[src/rtl/uart_byte_assembler.sv]
// Collects UART sampler bit pulses (LSB first) into bytes, validates the stop bit and
// buffers good bytes in an FWFT FIFO. Define UART_ASM_STATS_EN to build the err_count counter.
module uart_byte_assembler #(
  parameter int DATA_BITS  = 8,
  parameter int FIFO_DEPTH = 4
) (
  input  logic                            clk,
  input  logic                            rst,
  input  logic                            align,
  input  logic                            bit_valid,
  input  logic                            bit_data,
  input  logic                            frame_done,
  input  logic                            framing_error,
  input  logic                            clr_flags,
  output logic [DATA_BITS-1:0]            m_data,
  output logic                            m_valid,
  input  logic                            m_ready,
  output logic [$clog2(FIFO_DEPTH):0]     fill_count,
  output logic                            overrun,
  output logic [7:0]                      err_count
);

  localparam int AW = $clog2(FIFO_DEPTH);
  localparam int FW = AW + 1;
  localparam int CW = $clog2(DATA_BITS + 1);

  typedef enum logic [1:0] {IDLE, COLLECT, WAIT_STOP} state_t;

  state_t               state, state_next;
  logic [DATA_BITS-1:0] shift_q, shift_next;
  logic [CW-1:0]        bit_cnt, bit_cnt_next;
  logic                 push;

  logic [DATA_BITS-1:0] mem [FIFO_DEPTH];
  logic [AW-1:0]        wr_ptr, rd_ptr;
  logic                 full, pop, do_write, drop;

  always_ff @(posedge clk or posedge rst) begin
    if (rst) begin
      state   <= IDLE;
      shift_q <= '0;
      bit_cnt <= '0;
    end else begin
      state   <= state_next;
      shift_q <= shift_next;
      bit_cnt <= bit_cnt_next;
    end
  end

  // Priority inside a frame: frame_done, then align (resync), then glitch, then data bit.
  always_comb begin
    state_next   = state;
    shift_next   = shift_q;
    bit_cnt_next = bit_cnt;
    push         = 1'b0;
    unique case (state)
      IDLE: begin
        if (align) begin
          shift_next   = '0;
          bit_cnt_next = '0;
          state_next   = COLLECT;
        end
      end
      COLLECT: begin
        if (frame_done) begin
          state_next = IDLE;
        end else if (align) begin
          shift_next   = '0;
          bit_cnt_next = '0;
        end else if (framing_error) begin
          state_next = IDLE;
        end else if (bit_valid) begin
          shift_next   = {bit_data, shift_q[DATA_BITS-1:1]};
          bit_cnt_next = bit_cnt + 1'b1;
          if (bit_cnt == CW'(DATA_BITS - 1)) state_next = WAIT_STOP;
        end
      end
      WAIT_STOP: begin
        if (frame_done) begin
          push       = !framing_error;
          state_next = IDLE;
        end else if (align) begin
          shift_next   = '0;
          bit_cnt_next = '0;
          state_next   = COLLECT;
        end
      end
      default: state_next = IDLE;
    endcase
  end

  assign m_valid  = (fill_count != '0);
  assign full     = (fill_count == FW'(FIFO_DEPTH));
  assign pop      = m_valid && m_ready;
  assign do_write = push && (!full || pop);
  assign drop     = push && full && !pop;
  assign m_data   = mem[rd_ptr];

  // A push into a full FIFO succeeds only when the head is leaving in the same cycle.
  always_ff @(posedge clk or posedge rst) begin
    if (rst) begin
      wr_ptr     <= '0;
      rd_ptr     <= '0;
      fill_count <= '0;
      for (int i = 0; i < FIFO_DEPTH; i++) mem[i] <= '0;
    end else begin
      if (do_write) begin
        mem[wr_ptr] <= shift_q;
        wr_ptr      <= wr_ptr + 1'b1;
      end
      if (pop) rd_ptr <= rd_ptr + 1'b1;
      if (do_write && !pop)      fill_count <= fill_count + 1'b1;
      else if (pop && !do_write) fill_count <= fill_count - 1'b1;
    end
  end

  always_ff @(posedge clk or posedge rst) begin
    if (rst)            overrun <= 1'b0;
    else if (drop)      overrun <= 1'b1;
    else if (clr_flags) overrun <= 1'b0;
  end

`ifdef UART_ASM_STATS_EN
  logic err_evt;

  // Short frames and bad stop bits are counted; start glitches are not.
  assign err_evt = frame_done &&
                   ((state == COLLECT) || ((state == WAIT_STOP) && framing_error));

  always_ff @(posedge clk or posedge rst) begin
    if (rst)                                 err_count <= '0;
    else if (clr_flags)                      err_count <= err_evt ? 8'd1 : 8'd0;
    else if (err_evt && err_count != 8'hFF)  err_count <= err_count + 8'd1;
  end
`else
  assign err_count = '0;
`endif

endmodule
[config.mk]
export PLATFORM = sky130hd
export DESIGN_NAME = uart_byte_assembler
export DESIGN_NICKNAME = d
export VERILOG_FILES = /design/src/rtl/uart_byte_assembler.sv
export SDC_FILE = /design/constraint.sdc
export NUM_CORES = 1
export LEC_CHECK = 0
export BUFFER_PORTS_ARGS = -buffer_cell sky130_fd_sc_hd__buf_4
export CAP_MARGIN = 10
export CORE_MARGIN = 4
export CORE_UTILIZATION = 45
export DETAILED_ROUTE_END_ITERATION = 7
export GPL_ROUTABILITY_DRIVEN = 1
export PLACE_DENSITY = 0.76
export SLEW_MARGIN = 20
export SYNTH_ARGS = -nofsm -noshare
export SYNTH_HDL_FRONTEND = slang
export SYNTH_SLANG_ARGS = --single-unit
export TNS_END_PERCENT = 30
[constraint.sdc]
create_clock -name clk -period 2.7 [get_ports clk]
set_input_delay 0.81 -clock clk [delete_from_list [all_inputs] [get_ports clk]]
set_output_delay 0.81 -clock clk [all_outputs]
set_load 0.01 [all_outputs]
# [After elaboration in Yosys (flattened, before gate mapping)]
# Cells that the tools add are included.
[word_totals] word_cells=85 input_bits=9 reg_bits=54
[op_classes] n_reduce_logical=19 n_eq_ne=11 bitwise_logic=2 n_mux=34 magnitude_cmp=3 add_sub_neg=5
[op_table] operator="$mux 8" n=9
[op_table] operator="$bwmux 32" n=1
[op_table] operator="$mux 4" n=6
[op_table] operator="$pmux 8 s3" n=1
[op_table] operator="$bmux 8 s2" n=1
[op_table] operator="$demux 8 s2" n=1
[op_table] operator="$mux 2" n=7
[op_table] operator="$pmux 4 s3" n=1
[op_table] operator="$ne 3x3->1 const B" n=3
[op_table] operator="$ne 4x4->1 const B" n=2
[op_table] operator="$logic_and 1x1->1" n=7
[op_table] operator="$ge 3x3->1 const B" n=2
[op_table] operator="$mux 3" n=2
[op_table] operator="$not 2->3" n=2
[op_table] operator="$pmux 2 s3" n=1
[op_table] operator="$reduce_bool 3->1" n=2
[op_table] operator="$reduce_and 5->1" n=1
[op_table] operator="$add 2x1->2 const B" n=2
[op_table] operator="$add 4x1->4 const B" n=1
[op_table] operator="$eq 4x3->1 const B" n=1
[op_table] operator="$logic_not 1->1" n=4
[op_table] operator="$mux 1" n=4
[op_table] operator="$ne 2x2->1 const B" n=2
[op_table] operator="$reduce_bool 2->1" n=2
[op_table] operator="other kinds (9)" n=9

# [Longest topological paths before layout]
# Gate-level depths: netlist of the first run.
[depth] depth_word=8 mapped_depth=9 depth_no_buf=8

# [Worst setup path before layout of the first run]
# No wires, ideal clock.
[synth_path] path_kind="input to register" startpoint="input port m_ready" endpoint="register fill_count[1]" cell_stages=7 setup_ns=0.125 path_slack_ns=0.072 arrival_time_ns=2.503 path_cell_list="or4b_4 -> nor2b_1 -> buf_6 -> ha_1 -> inv_1 -> fa_1 -> mux2_2"
[synth_between] elab_chain_len=6 word_cells_on_any_way=9 classes_between="mux (1); reduce/logical (8)"
[synth_lines] element="start: declaration" line="17" source="input logic m_ready,"
[synth_lines] element="$logic_and 1x1->1 (*)" line="94" source="assign pop = m_valid && m_ready;"
[synth_lines] element="$logic_or 1x1->1 (*)" line="95" source="assign do_write = push && (!full || pop);"
[synth_lines] element="$logic_and 1x1->1 (*)" line="95"
[synth_lines] element="via do_write" line="36" source="logic full, pop, do_write, drop;"
[synth_lines] element="$logic_not 1->1" line="113" source="else if (pop && !do_write) fill_count <= fill_count - 1'b1;"
[synth_lines] element="$logic_and 1x1->1" line="113"
[synth_lines] element="$reduce_bool 2->1 (no line)"
[synth_lines] element="end signal: assignment" line="112" source="if (do_write && !pop) fill_count <= fill_count + 1'b1;"
[synth_lines] element="end signal: assignment" line="113"
[synth_lines] element="end: declaration" line="18" source="output logic [$clog2(FIFO_DEPTH):0] fill_count,"
# Mark *: on every way through the listed nets, which the timed path passes. The rest lies on a longest branch.
# A chain may end at the register's enable or synchronous reset.

# [Worst setup path in the final report of the first run]
[layout_path] startpoint="register rd_ptr[0]" endpoint="output port m_data[2]"
[layout_between] elab_chain_len=4
[layout_lines] element="start: declaration" line="35" source="logic [AW-1:0] wr_ptr, rd_ptr;"
[layout_lines] element="start signal: assignment" line="111" source="if (pop) rd_ptr <= rd_ptr + 1'b1;"
[layout_lines] element="$not 2->3 (not written as such)" line="97" source="assign m_data = mem[rd_ptr];"
[layout_lines] element="$bmux 8 s2" line="97"
[layout_lines] element="$mux 8 (not written as such) (2 in a row)" line="97"
[layout_lines] element="end: declaration" line="15" source="output logic [DATA_BITS-1:0] m_data,"
# No other way between the ends. The select of a mux whose other input is x is not followed.

==> metrics, run 1 <==
Synth top area share 50.70%; Final ANT Viol Nets 0; cell count along the critical path 2; type of origin of the critical path flop; Layout Skew 0.009597 ns; DP Worst Slack approximately 0.038 ns; Rows 27; Nets roughly 220; Clock Latency Late Sink 0.31 ns; critical path, cell by cell mux4_2 -> buf_4; Iter 0 DRT Violations 71; compound-cell area share of the yosys netlist 4.883%; Slew Limit Fails 0; Worst slew margin 61.48%; peak supply drop 421.4 uV; worst hold path depth 1; Final GP Congestion 0.7502; Die Y-Extent ~85 um; router iterations before antenna repair 4; worst min path class reg -> reg; gr usage total between 10% and 20%; Core Area roughly 5600 um^2; RSZ-0062 raised after global routing false; Post-Syn Instances 174; Tmin final 2.521 ns; Synth area leader dfrtp_1; R2R depth 8; commonest non-fill, non-tap cells in the layout dfrtp_1, mux2_4, buf_4; Final Hold Viols 0; drt total wl 4545 um; post_cts resized 0; initial core utilization 47.52%; first-pass GRT wire length 7748 um; Bufs and invs on worst path 1; library cells used by synthesis 35; CP delay by family, top flip-flops; crit end category primary output; PortBufs 21; Die ar. just over 7000 um^2; Inserted Diodes 0; Synth area leaders dfrtp_1, mux2_4, mux4_2, a22o_1, nand2_8; CTS tree built; TNS Setup 0 ns; post-synthesis sequential area ratio approximately half; clk root buf clkbuf_8; CTS Sinks 54; XOR/XNOR Fraction of Synth Area slightly below 2%; Post-CTS Setup Bufs 0; Synth Area in Adders 3.944%; largest net degree at the start of global routing 25; Data required, critical path 1.89 ns; Die Wd 84.96 um; fin crit share 93.38%; CP Class reg -> out; # DRC 0; CP max stage cell dfrtp_1; outcome complete, no violations; synthesis warning total 0; Clock transition at path regs 0.10 ns; mux contribution to synthesized area 25.63%; simple-gate portion of the synthesized area 8.357%; hold buffer count at cts 0; setup slack after layout 0.1787 ns; most common cell after layout, fill and taps aside dfrtp_1; # fillers 483; share of post-route cells with drive strength above 1 42.86%; initial antenna violation count 0; worst-path fanout max 8; register bit count reported by yosys 54; WP data arrival 1.71 ns; fmax 0.3966 GHz; grt total ovfl 0; Wirelength per Cell 16.53 um; Total Power 1.748 mW; vias about 1400; leakage dissipation 1.512 nW; power density cells 581.9 nW/um^2; Synth-to-Final Area Change 12.68%; TritonCTS Buffers 5; Via density ~5.2; Mean Syn Cell Area 15.32 um^2; cell area after synthesis 2665 um^2; number of global-route vias before repair 1501; I/O Pins 30; Max Cap Viol 0; H-Tree Depth 2; Max clock buf depth 2; final setup vio count 0; worst stage delay on the critical path 0.67 ns; post-DP HPWL 3287 um; largest family of logic cells by synthesized area multiplexers; Worst Tran Pin Value ~0.58 ns
## cell type report
| cell class | count | area [um^2] | area share, % |
|---|---|---|---|
| Clock inverter | 2 | 17.52 | 0.5833 |
| Clock buffer | 6 | 82.58 | 2.750 |
| Inverter | 7 | 26.28 | 0.8750 |
| Timing Repair Buffer | 27 | 202.7 | 6.750 |
| Multi-Input combinational cell | 107 | 1232 | 41.04 |
| Tap cell | 72 | 90.09 | 3.000 |
| Sequential cell | 54 | 1351 | 45.00 |
## report_power, final
part | internal, mW | switching (mW)
combinational | 0.186 | 0.127
sequential | 0.851 | 0.0978
clock | 0.212 | 0.274
## metal layers
metal / global-route usage, % / part of all wire (%)
met2: 20.62 / 46
met4: 3.453 / 0.84
met1: 19.51 / 49
met3: 3.495 / 4.3
met5: 0 / 0
## Yosys cell counts
master     number
nand4bb_1       1
xnor2_1         4
buf_2           3
nand2_1         4
o21ai_0         3
clkbuf_1        1
or4b_4          1
ha_1            6
inv_1           7
conb_1          1
nor3_1          2
nor4b_2         1
a22o_1         10
mux4_2          8
and3_1          1
nor2b_1         1
maj3_1          1
a21boi_1        1
mux2_2          2
a2bb2oi_1       1
or3_1           1
nor2_1          2
xor2_1          2
buf_6           1
fa_1            1
nand2b_1        4
o22ai_1         1
buf_4           8
a21oi_1         1
nand3_1         2
nand4b_1        1
or3_2           1
dfrtp_1        54
mux2_4         32
nand2_8         4
## state kept, by name, indices dropped and copies added, names as in the netlist
signal and flops:
mem 32, shift_q 8, bit_cnt 4, fill_count 3, rd_ptr 2, state 2
wr_ptr 2, overrun 1
## final timing paths
check,from,to,slack [ns]
setup reg to reg,fill_count[1],fill_count[2],0.45
min in group asynchronous,rst,shift_q[1],0.53
max in group asynchronous,rst,shift_q[6],1.56
hold reg to reg,mem[22],mem[22],0.52
hold / removal,mem[22],mem[22],0.52
setup / recovery,rd_ptr[0],m_data[2],0.18
## metrics by stage
stage               instance area (um^2)  hold WS (ns)  utilization, %  std cells
global placement                    2897        0.4872           51.65        267
finish                              3003        0.5181           53.55        275
global route                        3003        0.5414           53.55        275
floorplan                           2691        0.4759               -        181
detailed placement                  2897        0.4905           51.65        267
CTS                                 2997        0.5183           53.44        275
## kinds of logic after synthesis
| group | Yosys count |
|---|---|
| flops | 54 |
| mux | 42 |
| simple gates | 26 |
| buf+inv | 20 |
| compound gates | 17 |
| fa+ha+maj | 8 |
| xor+xnor | 6 |
| other cells | 1 |
(Power assumes the default switching activity.)
==> run 2: changes to the inputs <==
Settings changed: GPL_TIMING_DRIVEN set to 0.
==> run 2 against run 1 <==
Against the previous run: maximum frequency down 1.3%; clock power decreased by 6.4%; combinational power is essentially flat; highest routed layer unchanged; wire length decreased by 0.15%; via count fell by 0.35%; global-route usage rose by 0.40 points; first-iteration DRC count fell by 30%; critical path depth stayed put.
==> metrics, run 2 (synthesis results as in run 1) <==
outcome complete, no violations; peak supply drop 436.1 uV (+3.5%); Clock transition at path regs 0.10 ns (about the same); reg-to-reg critical path endpoint fill_count[1]; Worst Tran Pin Value 0.6664 ns (+0.08910 ns); Bufs and invs on worst path 1 (unchanged); type of origin of the critical path flop; grt total ovfl 0 (unchanged); Die Y-Extent 84.96 um (unchanged); Max Cap Viol 0 (unchanged); Rows 27 (unchanged); vias 1412 (-0.35%); clk root buf clkbuf_8; WP data arrival 1.74 ns (+0.03 ns); Final GP Congestion 0.7236 (-3.5%); Nets 224 (+2.8%); first-pass GRT wire length 7859 um (+1.4%); drt total wl 4538 um (-0.15%); fin crit share 94.62% (+1.2 points); post-DP HPWL 3111 um (-5.3%); Data required, critical path 1.89 ns (about the same); Max clock buf depth 2 (unchanged); Die Wd 84.96 um (unchanged); most common cell after layout, fill and taps aside dfrtp_1; Inserted Diodes 0 (unchanged); crit end category primary output; FF-to-FF setup slack 0.32 ns (-0.13 ns); area of the multi-input gates 1224 um^2 (-0.71%); hold_sp mem[11]; commonest non-fill, non-tap cells in the layout dfrtp_1, mux2_4, buf_4; Final ANT Viol Nets 0 (unchanged); initial core utilization 47.52% (unchanged); Via density 5.025 (-2.5%); leakage dissipation 1.535 nW (+1.5%); gr usage total 14.00% (+0.40 points); # fillers 474 (-1.9%); worst stage delay on the critical path 0.70 ns (+0.03 ns); CTS Sinks 54 (unchanged); Hold Path Sink mem[11]; # DRC 0 (unchanged); critical path, cell by cell mux4_2 -> buf_4; post_cts resized 0 (unchanged); H-Tree Depth 2 (unchanged); register area 1351 um^2 (unchanged); largest net degree at the start of global routing 55 (+120%); Tmin final 2.555 ns (+0.03329 ns); worst-path fanout max 9 (+1); Synth-to-Final Area Change 13.61%; worst hold path depth 1 (unchanged); top flop regs mem (32), shift_q (8), bit_cnt (4); R2R depth 7 (-1); fin util 53.99% (+0.45 points); Iter 0 DRT Violations 50 (-30%); fmax 0.3914 GHz (-1.3%); worst min path class reg -> reg; Clock Latency Late Sink 0.31 ns (about the same); Reg with most FFs mem; I/O Pins 30 (unchanged); share of post-route cells with drive strength above 1 43.54% (+0.68 points); Wirelength per Cell 16.15 um (-2.3%); Layout Skew 0.004019 ns (-0.005578 ns); Die ar. 7217 um^2 (unchanged); number of global-route vias before repair 1533 (+2.1%); Final Hold Viols 0 (unchanged); Worst slew margin 55.58% (-5.9 points); CP Class reg -> out; CP max stage cell dfrtp_1; initial antenna violation count 0 (unchanged); Core Area 5608 um^2 (unchanged); Slew Limit Fails 0 (unchanged); RSZ-0062 raised after global routing false; max FFs per register 32 (unchanged); router iterations before antenna repair 4 (unchanged); CTS tree built; power density cells 559.5 nW/um^2 (-3.9%); hold buffer count at cts 0 (unchanged); CP delay by family, top flip-flops; Critical R2R Launch fill_count[1]; TritonCTS Buffers 5 (unchanged); final setup vio count 0 (unchanged); PortBufs 21 (unchanged); Total Power 1.694 mW (-3.1%)
-- run 2: changes by cell type in the layout (fill, tap and decap cells not counted), sizes merged --
cell	delta
buf	+6
clkbuf	-1
clkinvlp	+1
-- run 2: cell type report --
class	instances	share of cell area, %
buffer	12	2.851
clock buffer	5	2.273
clock inverter	3	0.7025
inverter	7	0.9504
multi-input combinational	107	40.41
sequential	54	44.63
tap	72	2.975
timing repair buffer	21	5.207
-- run 2: per-stage QoR --
step | cell area (um^2) | std cells | setup TNS, ns | hold slack [ns] | setup slack (ns)
floorplan | 2691 | 181 | 0 | 0.4759 | 0.07198
global placement | 2939 | 274 | -5.590 | 0.4867 | -0.1044
detailed placement | 2942 | 274 | -0.1009 | 0.4882 | -0.1009
CTS | 3028 | 281 | 0 | 0.5155 | 0.1243
global route | 3028 | 281 | 0 | 0.5254 | 0.09238
finish | 3028 | 281 | 0 | 0.5132 | 0.1454
-- run 2: worst max path at each step --
stage	start	end	slack [ns]	cells past startpoint
after detailed placement	m_ready	fill_count[1]	-0.10	8
after global placement	rst	mem[20]	-0.10	2
after global routing	rd_ptr[0]	m_data[3]	0.09	3
after floorplan	m_ready	fill_count[1]	0.07	7
final	rd_ptr[1]	m_data[0]	0.15	2
after CTS	rd_ptr[1]	m_data[0]	0.12	2
-- run 2: power breakdown --
| group | total (mW) | switching [mW] | internal, mW |
|---|---|---|---|
| sequential | 0.926 | 0.0757 | 0.851 |
| clock | 0.455 | 0.272 | 0.183 |
| combinational | 0.312 | 0.144 | 0.169 |
| total | 1.69 | 0.492 | 1.20 |
-- run 2: per-layer routing --
layer,GRT usage [%],routed length (um)
met5,0,0
met4,4.460,39
met3,4.078,219
met2,21.61,2116
met1,19.06,2162
-- run 2: repair_timing --
action,4_1_cts,5_1_grt
buffers inserted,0,0
endpoints found under the hold margin,0,0
endpoints found under the setup margin,2,0
==> run 3: changes to the inputs <==
Settings changed: CORE_ASPECT_RATIO set to 1.1.
==> run 3 against run 2 <==
Against the previous run: wire length barely moved; setup slack improved by 0.029 ns; largest cell class unchanged; clock skew rose by 0.0055 ns; critical path type unchanged.
==> metrics, run 3 (synthesis results as in run 1) <==
outcome complete, no violations; sw power 0.4941 mW (+0.49%); Via density 5.094 (+1.4%); grt total ovfl 0 (unchanged); Max clock buf depth 2 (unchanged); post_cts resized 0 (unchanged); Switching Share 29.10% (+0.078 points); Post-CTS Setup Bufs 0 (unchanged); Die Wd 81.38 um (-4.2%); Max Cap Viol 0 (unchanged); initial core utilization 46.19% (-1.3 points); share of post-route cells with drive strength above 1 43.54% (unchanged); Combinational Power Share 18.7% (+0.3 points); largest net degree at the start of global routing 55 (unchanged); Inserted Diodes 0 (unchanged); Die ar. 7219 um^2 (about the same); top flop regs mem (32), shift_q (8), bit_cnt (4); WP data arrival 1.72 ns (-0.02 ns); Tmin final 2.526 ns (-0.02872 ns); fin area 3034 um^2 (+0.21%); DP Worst Slack -0.1038 ns (-0.002876 ns); power density cells 559.6 nW/um^2 (about the same); commonest non-fill, non-tap cells in the layout dfrtp_1, mux2_4, buf_4; Iter 0 DRT Violations 84 (+68%); max FFs per register 32 (unchanged); worst-path fanout max 9 (unchanged); Nets 224 (unchanged); Wirelength per Cell 15.86 um (-1.8%); Rows 29 (+7.4%); peak supply drop 408.3 uV (-6.4%); area of the multi-input gates 1224 um^2 (unchanged); Clock Power Share 26.8% (about the same); first-pass GRT wire length 7803 um (-0.71%); Final Hold Viols 0 (unchanged); type of origin of the critical path flop; Reg with most FFs mem; CTS Sinks 54 (unchanged); gr usage total 14.37% (+0.37 points); post-DP HPWL 3036 um (-2.4%); drt total wl 4536 um (about the same); register area 1351 um^2 (unchanged); leakage dissipation 1.535 nW (unchanged); internal power 1.204 mW (+0.11%); Die Y-Extent 88.72 um (+4.4%); # DRC 0 (unchanged); setup slack after layout 0.1741 ns (+0.02872 ns); fin crit share 93.55% (-1.1 points); Total Power 1.698 mW (+0.22%); fmax 0.3959 GHz (+1.1%); Final ANT Viol Nets 0 (unchanged); initial antenna violation count 0 (unchanged); Cell Area, Placed 2948 um^2 (+0.21%); CTS tree built; Sequential Power Share 54.5% (-0.2 points); Synth-to-Final Area Change 13.85%; H-Tree Depth 2 (unchanged); CP Class reg -> out; vias 1457 (+3.2%); Data required, critical path 1.89 ns (about the same); crit end category primary output; number of global-route vias before repair 1575 (+2.7%); fin util 52.59% (-1.4 points); hold buffer count at cts 0 (unchanged); final setup vio count 0 (unchanged); Layout Skew 0.009519 ns (+0.005500 ns); Slew Limit Fails 0 (unchanged); worst min path class reg -> reg; clk root buf clkbuf_8; Core Area 5769 um^2 (+2.9%); PortBufs 21 (unchanged); most common cell after layout, fill and taps aside dfrtp_1; TritonCTS Buffers 5 (unchanged); Worst slew margin 55.51% (-0.063 points); # fillers 483 (+1.9%); Clock transition at path regs 0.10 ns (about the same); Clock Latency Late Sink 0.31 ns (about the same); router iterations before antenna repair 4 (unchanged); I/O Pins 30 (unchanged); Final GP Congestion 0.7298 (+0.86%); Worst Tran Pin Value 0.6673 ns (+0.0009524 ns); RSZ-0062 raised after global routing false
[run 3: cell counts in the layout (fill, tap and decap cells not counted)]
No cell type changed its count.
[run 3: worst max-delay path, stage by stage, from the launching register on]
cell and delay, ns:
dfrtp_1 0.67, mux4_2 0.58, buf_4 0.16
[run 3: worst paths after layout]
kind / from / end / slack (ns) / cells after the start
max: rd_ptr[1] / m_data[1] / 0.17 / 2
min: mem[21] / mem[21] / 0.52 / 1
max reg2reg: fill_count[0] / fill_count[1] / 0.31 / 7
min reg2reg: mem[21] / mem[21] / 0.52 / 1
max in group asynchronous: rst / mem[30] / 1.66 / 2
min in group asynchronous: rst / mem[17] / 0.59 / 2
[run 3: final cells by class]
type | count | area share [%]
flip-flops and latches | 54 | 44.54
multi-input cells | 107 | 40.33
inverters | 7 | 0.9485
clock inverters | 3 | 0.7010
plain buffers | 12 | 2.845
clock buffers | 5 | 2.268
well taps | 77 | 3.175
repair buffers | 21 | 5.196
[run 3: layer usage]
layer  routed length (um)  vias up  global-route usage, %  share of wire, %
li1                     -      679                      -                 -
met1                 2167      740                  19.19                48
met2                 2087       32                  22.59                46
met3                  215        6                  2.953               4.7
met4                   66        0                  6.452               1.5
met5                    0        -                      0                 0
[run 3: through the flow]
step | hold slack (ns) | TNS, ns | std cells
2_1_floorplan | 0.4759 | 0 | 181
3_3_place_gp | 0.4871 | -5.331 | 279
3_5_place_dp | 0.4897 | -0.1038 | 279
4_1_cts | 0.5183 | 0 | 286
5_1_grt | 0.5320 | 0 | 286
6_report | 0.5166 | 0 | 286
[run 3: power by group through the flow]
stage | sequential [mW] | combinational, mW | clock [mW]
after global placement | 0.907 | 0.350 | 0
after global routing | 0.938 | 0.354 | 0.492
after floorplan | 0.912 | 0.237 | 0
final | 0.926 | 0.317 | 0.455
after CTS | 0.929 | 0.323 | 0.469
after detailed placement | 0.911 | 0.359 | 0
